`src/rtl/serial_compare_32bit_if.sv`:
```
// Handshake and operand/result bundle for the bit-serial 32-bit comparator.
interface serial_compare_32bit_if;
  logic        start;
  logic        is_signed;
  logic [31:0] number1;
  logic [31:0] number2;
  logic        busy;
  logic        done;
  logic        equal;
  logic        less;
  logic        greater;

  // Requester side: issues operands and start, observes status and result.
  modport master (
    output start, is_signed, number1, number2,
    input  busy, done, equal, less, greater
  );

  // Comparator side.
  modport slave (
    input  start, is_signed, number1, number2,
    output busy, done, equal, less, greater
  );
endinterface

```
`src/rtl/serial_compare_32bit.sv`:
```
// Multi-cycle MSB-first bit-serial 32-bit comparator (signed/unsigned) with
// start/busy/done handshake; terminates at the first differing bit.
module serial_compare_32bit (
  input  logic                       clk,
  input  logic                       rst_n,
  serial_compare_32bit_if.slave      bus
);

  typedef enum logic [1:0] {
    IDLE = 2'd0,
    SCAN = 2'd1,
    DONE = 2'd2
  } state_t;

  state_t      state;
  state_t      state_nx;

  logic [4:0]  idx;
  logic [31:0] a_q;
  logic [31:0] b_q;
  logic        sgn_q;
  logic        eq_q;
  logic        lt_q;
  logic        gt_q;

  logic        bit_a;
  logic        bit_b;
  logic        differ;
  logic        last_bit;
  logic        msb_flip;
  logic        accept;

  // Bit under examination and the decisions derived from it.
  always_comb begin
    bit_a    = a_q[idx];
    bit_b    = b_q[idx];
    differ   = bit_a ^ bit_b;
    last_bit = (idx == '0);
    // In signed mode the sign bit carries inverted weight.
    msb_flip = sgn_q && (idx == 5'd31);
    accept   = (state != SCAN) && bus.start;
  end

  // State register.
  always_ff @(posedge clk or negedge rst_n) begin
    if (!rst_n) state <= IDLE;
    else        state <= state_nx;
  end

  // Next-state logic: start is only honoured outside SCAN.
  always_comb begin
    state_nx = state;
    case (state)
      IDLE:    state_nx = bus.start ? SCAN : IDLE;
      SCAN:    state_nx = (differ || last_bit) ? DONE : SCAN;
      DONE:    state_nx = bus.start ? SCAN : IDLE;
      default: state_nx = IDLE;
    endcase
  end

  // Status and held result outputs.
  always_comb begin
    bus.busy    = (state == SCAN);
    bus.done    = (state == DONE);
    bus.equal   = eq_q;
    bus.less    = lt_q;
    bus.greater = gt_q;
  end

  // Operand latch, bit index and result registers.
  always_ff @(posedge clk or negedge rst_n) begin
    if (!rst_n) begin
      idx   <= 5'd31;
      a_q   <= '0;
      b_q   <= '0;
      sgn_q <= 1'b0;
      eq_q  <= 1'b0;
      lt_q  <= 1'b0;
      gt_q  <= 1'b0;
    end else if (accept) begin
      idx   <= 5'd31;
      a_q   <= bus.number1;
      b_q   <= bus.number2;
      sgn_q <= bus.is_signed;
      eq_q  <= 1'b0;
      lt_q  <= 1'b0;
      gt_q  <= 1'b0;
    end else if (state == SCAN) begin
      if (differ) begin
        if (bit_a ^ msb_flip) gt_q <= 1'b1;
        else                  lt_q <= 1'b1;
      end else if (last_bit) begin
        eq_q <= 1'b1;
      end else begin
        idx <= idx - 5'd1;
      end
    end
  end

endmodule
```
`src/flat_wrapper.sv`:
```
// flat-port wrapper written by rule: the top's interface ports become plain ports
module serial_compare_32bit_flat 
  (clk, rst_n, bus_start, bus_is_signed, bus_number1, bus_number2, bus_busy, bus_done, bus_equal, bus_less, bus_greater);
  serial_compare_32bit_if bus_i ();
  input  logic clk;
  input  logic rst_n;
  input wire logic [$bits(bus_i.start)-1:0] bus_start;
  input wire logic [$bits(bus_i.is_signed)-1:0] bus_is_signed;
  input wire logic [$bits(bus_i.number1)-1:0] bus_number1;
  input wire logic [$bits(bus_i.number2)-1:0] bus_number2;
  output wire logic [$bits(bus_i.busy)-1:0] bus_busy;
  output wire logic [$bits(bus_i.done)-1:0] bus_done;
  output wire logic [$bits(bus_i.equal)-1:0] bus_equal;
  output wire logic [$bits(bus_i.less)-1:0] bus_less;
  output wire logic [$bits(bus_i.greater)-1:0] bus_greater;
  assign bus_i.start = bus_start;
  assign bus_i.is_signed = bus_is_signed;
  assign bus_i.number1 = bus_number1;
  assign bus_i.number2 = bus_number2;
  assign bus_busy = bus_i.busy;
  assign bus_done = bus_i.done;
  assign bus_equal = bus_i.equal;
  assign bus_less = bus_i.less;
  assign bus_greater = bus_i.greater;
  serial_compare_32bit u_core (.clk(clk), .rst_n(rst_n), .bus(bus_i));
endmodule
```
`config.mk`:
```
export PLATFORM = sky130hd
export DESIGN_NAME = serial_compare_32bit_flat
export DESIGN_NICKNAME = d
export VERILOG_FILES = /design/src/rtl/serial_compare_32bit_if.sv /design/src/rtl/serial_compare_32bit.sv /design/src/flat_wrapper.sv
export SDC_FILE = /design/constraint.sdc
export NUM_CORES = 1
export LEC_CHECK = 0
export CORE_ASPECT_RATIO = 0.75
export CORE_MARGIN = 4
export CORE_UTILIZATION = 51
export CTS_CLUSTER_SIZE = 8
export DETAILED_ROUTE_END_ITERATION = 16
export PLACE_DENSITY = 0.9
export SLEW_MARGIN = 30
export SYNTH_ARGS = -nofsm -noshare
export SYNTH_HDL_FRONTEND = slang
export SYNTH_SLANG_ARGS = --single-unit
```
`constraint.sdc`:
```
create_clock -name clk -period 2.95 [get_ports clk]
set_input_delay 0.59 -clock clk [delete_from_list [all_inputs] [get_ports clk]]
set_output_delay 0.59 -clock clk [all_outputs]
set_load 0.02 [all_outputs]
```
* After elaboration in Yosys (flattened, before gate mapping)
Cells that the tools add are included.
** Word-level totals
- Register bits :: 75
- Input bits :: 68
- Output and inout port bits :: 5
- Logic and storage cells :: 56
** Operators by class
- $add $sub $neg :: 1
- $lt $le $gt $ge :: 1
- Equal/unequal tests :: 7
- Mux-type cells :: 23
- Bitwise gates (word level) :: 2
- Reduce and logical (&&, ||, !) cells :: 14
** Operators by type and width (number)
- $mux 5 :: 4
- $mux 1 :: 15
- $reduce_and 3->1 :: 4
- $bmux 1 s5 :: 2
- $reduce_bool 2->1 :: 4
- $lt 5x6->1 const B :: 1
- $eq 5x5->1 const B :: 1
- $logic_not 5->1 :: 1
- $sub 5x1->5 const B :: 1
- $ne 2x1->1 const B :: 2
- $ne 2x2->1 const B :: 2
- $pmux 2 s2 :: 1
- $eq 2x1->1 const B :: 1
- $eq 2x2->1 const B :: 1
- $logic_and 1x1->1 :: 2
- $logic_not 2->1 :: 1
- $mux 2 :: 1
- $reduce_or 2->1 :: 1
- $xor 1x1->1 :: 2
- $logic_or 1x1->1 :: 1

* Logic depth before layout (Yosys ltp)
- Word-level depth :: 7
- Gate-level depth with buffers :: 11

* Worst setup path before layout
No wires, ideal clock.
- Path kind :: register to register
- Start point :: reg u_core.idx[1]
- End point :: reg u_core.idx[2]
- Arrival time :: 2331 ps
- Data required time :: 2875 ps
- Setup slack :: 544 ps
- Cell stages (with the launch flop) :: 12
- Buffers on the path :: 4
- Cell sequence :: dfstp_2 > buf_2 > buf_2 > buf_2 > mux2i_1 > nand2_1 > o211ai_1 > nand4_1 > xor2_1 > buf_6 > nor3b_1 > mux2i_1
** Between the ends
- Cells in the longest elaborated chain, start to end :: 5
- Elaborated cells on any way between the ends :: 14
- Classes of those cells :: add/sub: 1; eq/ne: 2; mux: 8; bitwise: 1; reduce/logical: 2
** RTL lines
- start, declared :: RTL line serial_compare_32bit.sv:18 : logic [4:0] idx;
- start signal, assigned :: RTL line serial_compare_32bit.sv:95 : idx <= idx - 5'd1;
- $bmux 1 s5 (tied with other cells) :: RTL line serial_compare_32bit.sv:35 : bit_a = a_q[idx];
- $mux 1 (implied by the code) (tied with other cells) :: RTL line serial_compare_32bit.sv:35
- $xor 1x1->1 or $mux 5 (tied branches) :: RTL line serial_compare_32bit.sv:37, serial_compare_32bit.sv:89
- $ne 2x2->1 (no source line) or $mux 5 (tied branches)
- $reduce_and 3->1 (no source line) or $mux 5 (tied branches)
Several ways; a longest one is shown, not always the timed one. The select of a mux whose other input is x is not followed.
A chain may end at the register's enable or synchronous reset.

* Worst setup path after layout
- Start point :: reg u_core.idx[0]
- End point :: reg u_core.state[0]
** Between the ends
- Cells in the longest elaborated chain, start to end :: 6
- Elaborated cells on any way between the ends :: 9
- Classes of those cells :: mux: 6; bitwise: 1; reduce/logical: 2
** RTL lines
- $bmux 1 s5 (on tied branches) :: RTL line serial_compare_32bit.sv:35, serial_compare_32bit.sv:36
- $mux 1 (on tied branches) :: RTL line serial_compare_32bit.sv:35, serial_compare_32bit.sv:36
- $xor 1x1->1 :: RTL line serial_compare_32bit.sv:37 : differ = bit_a ^ bit_b;
- $logic_or 1x1->1 * :: RTL line serial_compare_32bit.sv:55 : SCAN: state_nx = (differ || last_bit) ? DONE : SCAN;
- $mux 2 * :: RTL line serial_compare_32bit.sv:55
- $pmux 2 s2 * :: RTL line serial_compare_32bit.sv:53 : case (state)
- named net u_core.state_nx[0] :: RTL line serial_compare_32bit.sv:16 : state_t state_nx;
- end signal, assigned :: RTL line serial_compare_32bit.sv:47 : else state <= state_nx;
- end, declared :: RTL line serial_compare_32bit.sv:15 : state_t state;
The timed path passes the listed nets; every way through them passes the cells marked *. The select of a mux whose other input is x is not followed.

==> flow_summary.yaml <==
run_status:
  run_status: "finished, final reports clean"
worst_setup_path:
  cp.depth: 6
  crit_chain: "mux4_2 -> a2111oi_2 -> a22oi_2 -> xor2_2 -> or2_1 -> o21ai_0"
  critPathKind: "reg -> reg"
  critPathTopFamily: "flip-flops"
  crit_path_max_fanout: 16
  max_stage_delay_ns: 0.74
  cp_data_required_time_ns: 3.18
  arrival_ns: 3.03
  startpoint_type: "flop"
  reg2reg_from: "u_core.idx[0]"
  reg2reg_depth: 6
  critPathBufInv: 0
  critPathLaunch: "u_core.idx[0]"
  setup.worst_path.end: "u_core.state[0]"
  r2r_end: "u_core.state[0]"
  critPathCaptureType: "flop"
  worst-r2r-setup-slack_ns: 0.14
  cp_slowest_cell: "dfstp_2"
final_layout:
  fill_cells: 538
  drive_gt1_frac: 0.0797
  final_util: 0.668
  nNetsFinal: 530
  antenna_cells: 0
  syn_to_final_growth_pct: 27.6
route:
  wire_per_inst_um: 15.2
  viasPerCell: 5.28
  initialDrtViolationCount: 259
  routed_wl_um: 8340
  drc: 0
  ant_nets: 0
  dr_total_vias: 2893
  first_pass_iters: 4
synthesis:
  synthesis.nets: 466
  syn_inst: 395
  synth_most_common_cell: "nand2_1"
  synth_common_cells: "nand2_1, dfrtp_1, clkbuf_1"
  ys.flop_type: "dfrtp_1"
  synth_area_um2: 3560
  synth_area_leaders: "dfrtp_1, nand2_1, mux2i_1"
  yosys.area.top_type_share: 0.492
  synth_largest_area_cell: "dfrtp_1"
  ys_seq_elements: 75
  ys_async_sr_fraction: 1.00
  synth.avg_cell_area_um2: 9.01
  synth_edf_count: 0
  ys_seq_area_frac: 0.529
  yosys_warnings: 0
  synth_cell_types: 38
timing:
  slew_viol_final: 0
  hold_viol_final: 0
  worst_slack_ns: 0.143
  skew_ns: 0.00528
  rsz0062_at_grt: "no"
  final-setup-viol-count: 0
  hold_ws_ns: 0.231
  fmax_mhz: 356
  tightest_slew_ns: 0.784
  finalCritPeriodShare: 0.951
  slew_headroom: 0.477
  finalCriticalPeriod_ns: 2.81
global_routing:
  grt_pass1_vias: 2941
  grt_start_max_net_pins: 76
  grtUsageTotal: 0.213
  grt_pass1_wl_um: 14100
  grt_antenna_before_repair: 0
  overflow: 0
die:
  start_util: 0.523
  die_h_um: 80.3
  core-area_um2: 6800
  die_x_um: 104
  num_rows: 26
  ios: 73
  die_area_um2: 8390
placed_design:
  hpwl_um: 5820
  gp_congestion: 0.893
  post-place-ws_ns: -0.00374
  port_buffers: 72
hold_path:
  hold_class: "in -> async"
clocking:
  cts_resized: 1
  cts_root_buf: "clkbuf_8"
  clock_path_buffers: 2
  cts_hold_buf: 0
  cts_setup_buffers: 0
  clock_sinks: 75
  htreeDepth: 3
  cts_tree: "done"
  clkTransAtPathRegs_ns: 0.07
  clk-insertion-delay-late_ns: 0.35
  numCtsBuffers: 9
power_and_ir_drop:
  cellPowerDensity_nw_per_um2: 970
  leakage_nw: 2.29
  peakVddDrop_mv: 0.403
run:
  drv_cap: 0
sequential cells by signal, indices dropped and copies added, names as in the netlist:
register            cells
u_core.idx              5
u_core.a_q             32
u_core.bus.equal        1
u_core.sgn_q            1
u_core.b_q             32
u_core.state            2
u_core.bus.less         1
u_core.bus.greater      1
worst min path at each step:
stage	start	depth (start not counted)	slack [ns]	endpoint
after floorplan	rst_n	0	0.29	u_core.a_q[0]
after global placement	u_core.a_q[16]	2	0.46	u_core.a_q[16]
after detailed placement	u_core.b_q[18]	2	0.46	u_core.b_q[18]
after CTS	rst_n	1	0.39	u_core.bus.greater
after global routing	rst_n	1	0.29	u_core.bus.greater
final	rst_n	1	0.23	u_core.bus.greater
metrics by stage:
step	area [um^2]	std cells	total power, mW	setup TNS [ns]
floorplan	3560	395	3.08	0
global placement	4330	532	3.45	0
detailed placement	4330	532	3.57	-0.00374
CTS	4540	548	4.41	0
global route	4540	548	4.72	0
finish	4540	548	4.40	0
routing by layer:
metal / share of wire / vias up / global-route usage
met2: 0.46 / 95 / 0.338
met4: 0.019 / 0 / 0.0810
met5: 0 / - / 0
met1: 0.45 / 1372 / 0.280
li1: - / 1408 / -
met3: 0.065 / 18 / 0.0635
worst register-to-register path, cell delays in order, from the launching register on:
cell and delay [ns]:
dfstp_2 0.74, mux4_2 0.58, a2111oi_2 0.40, a22oi_2 0.15
xor2_2 0.45, or2_1 0.25, o21ai_0 0.12
kinds of logic after synthesis:
group / synth area share
multiplexers: 0.102
AO/OA/AOI/OAI: 0.0471
flip-flops: 0.529
adder cells (fa/ha/maj): 0.0106
AND/OR/NAND/NOR: 0.268
XOR/XNOR: 0.00493
buffers and inverters: 0.0376
final cells by class:
cell class | instances | area [um^2] | share of cell area
Tap cell | 84 | 105 | 0.0231
Clock buffer | 12 | 145 | 0.0320
Timing Repair Buffer | 78 | 779 | 0.172
Clock inverter | 4 | 51.3 | 0.0113
Inverter | 5 | 18.8 | 0.00413
Multi-Input combinational cell | 290 | 1560 | 0.343
Sequential cell | 75 | 1880 | 0.415
cell usage in the layout, fill, tap and decap left out, drive strengths merged:
cell type	count
nand3b	2
nor2	10
xnor2	1
nand4	2
dfstp	5
a31oi	1
nor2b	4
nand4b	2
bufinv	1
nor4	2
clkdlybuf4s50	71
or2	1
o211ai	3
inv	5
a22oi	1
ha	3
xor2	1
o21ai	5
mux4	9
clkinv	2
buf	7
clkbuf	12
nor3b	1
nand2	207
a2bb2oi	3
a32o	1
a2111oi	1
nor3	1
a32oi	1
dfrtp	70
a21oi	3
mux2i	15
or3	1
clkinvlp	1
o311a	1
nand2b	1
nand3	5
a211oi	1
o221ai	1
power by group:
part	internal [mW]	switching, mW
Sequential	1.54	0.375
Combinational	0.771	0.930
Clock	0.414	0.374
Total	2.72	1.68
No activity file was read; power rests on OpenSTA's default activity.
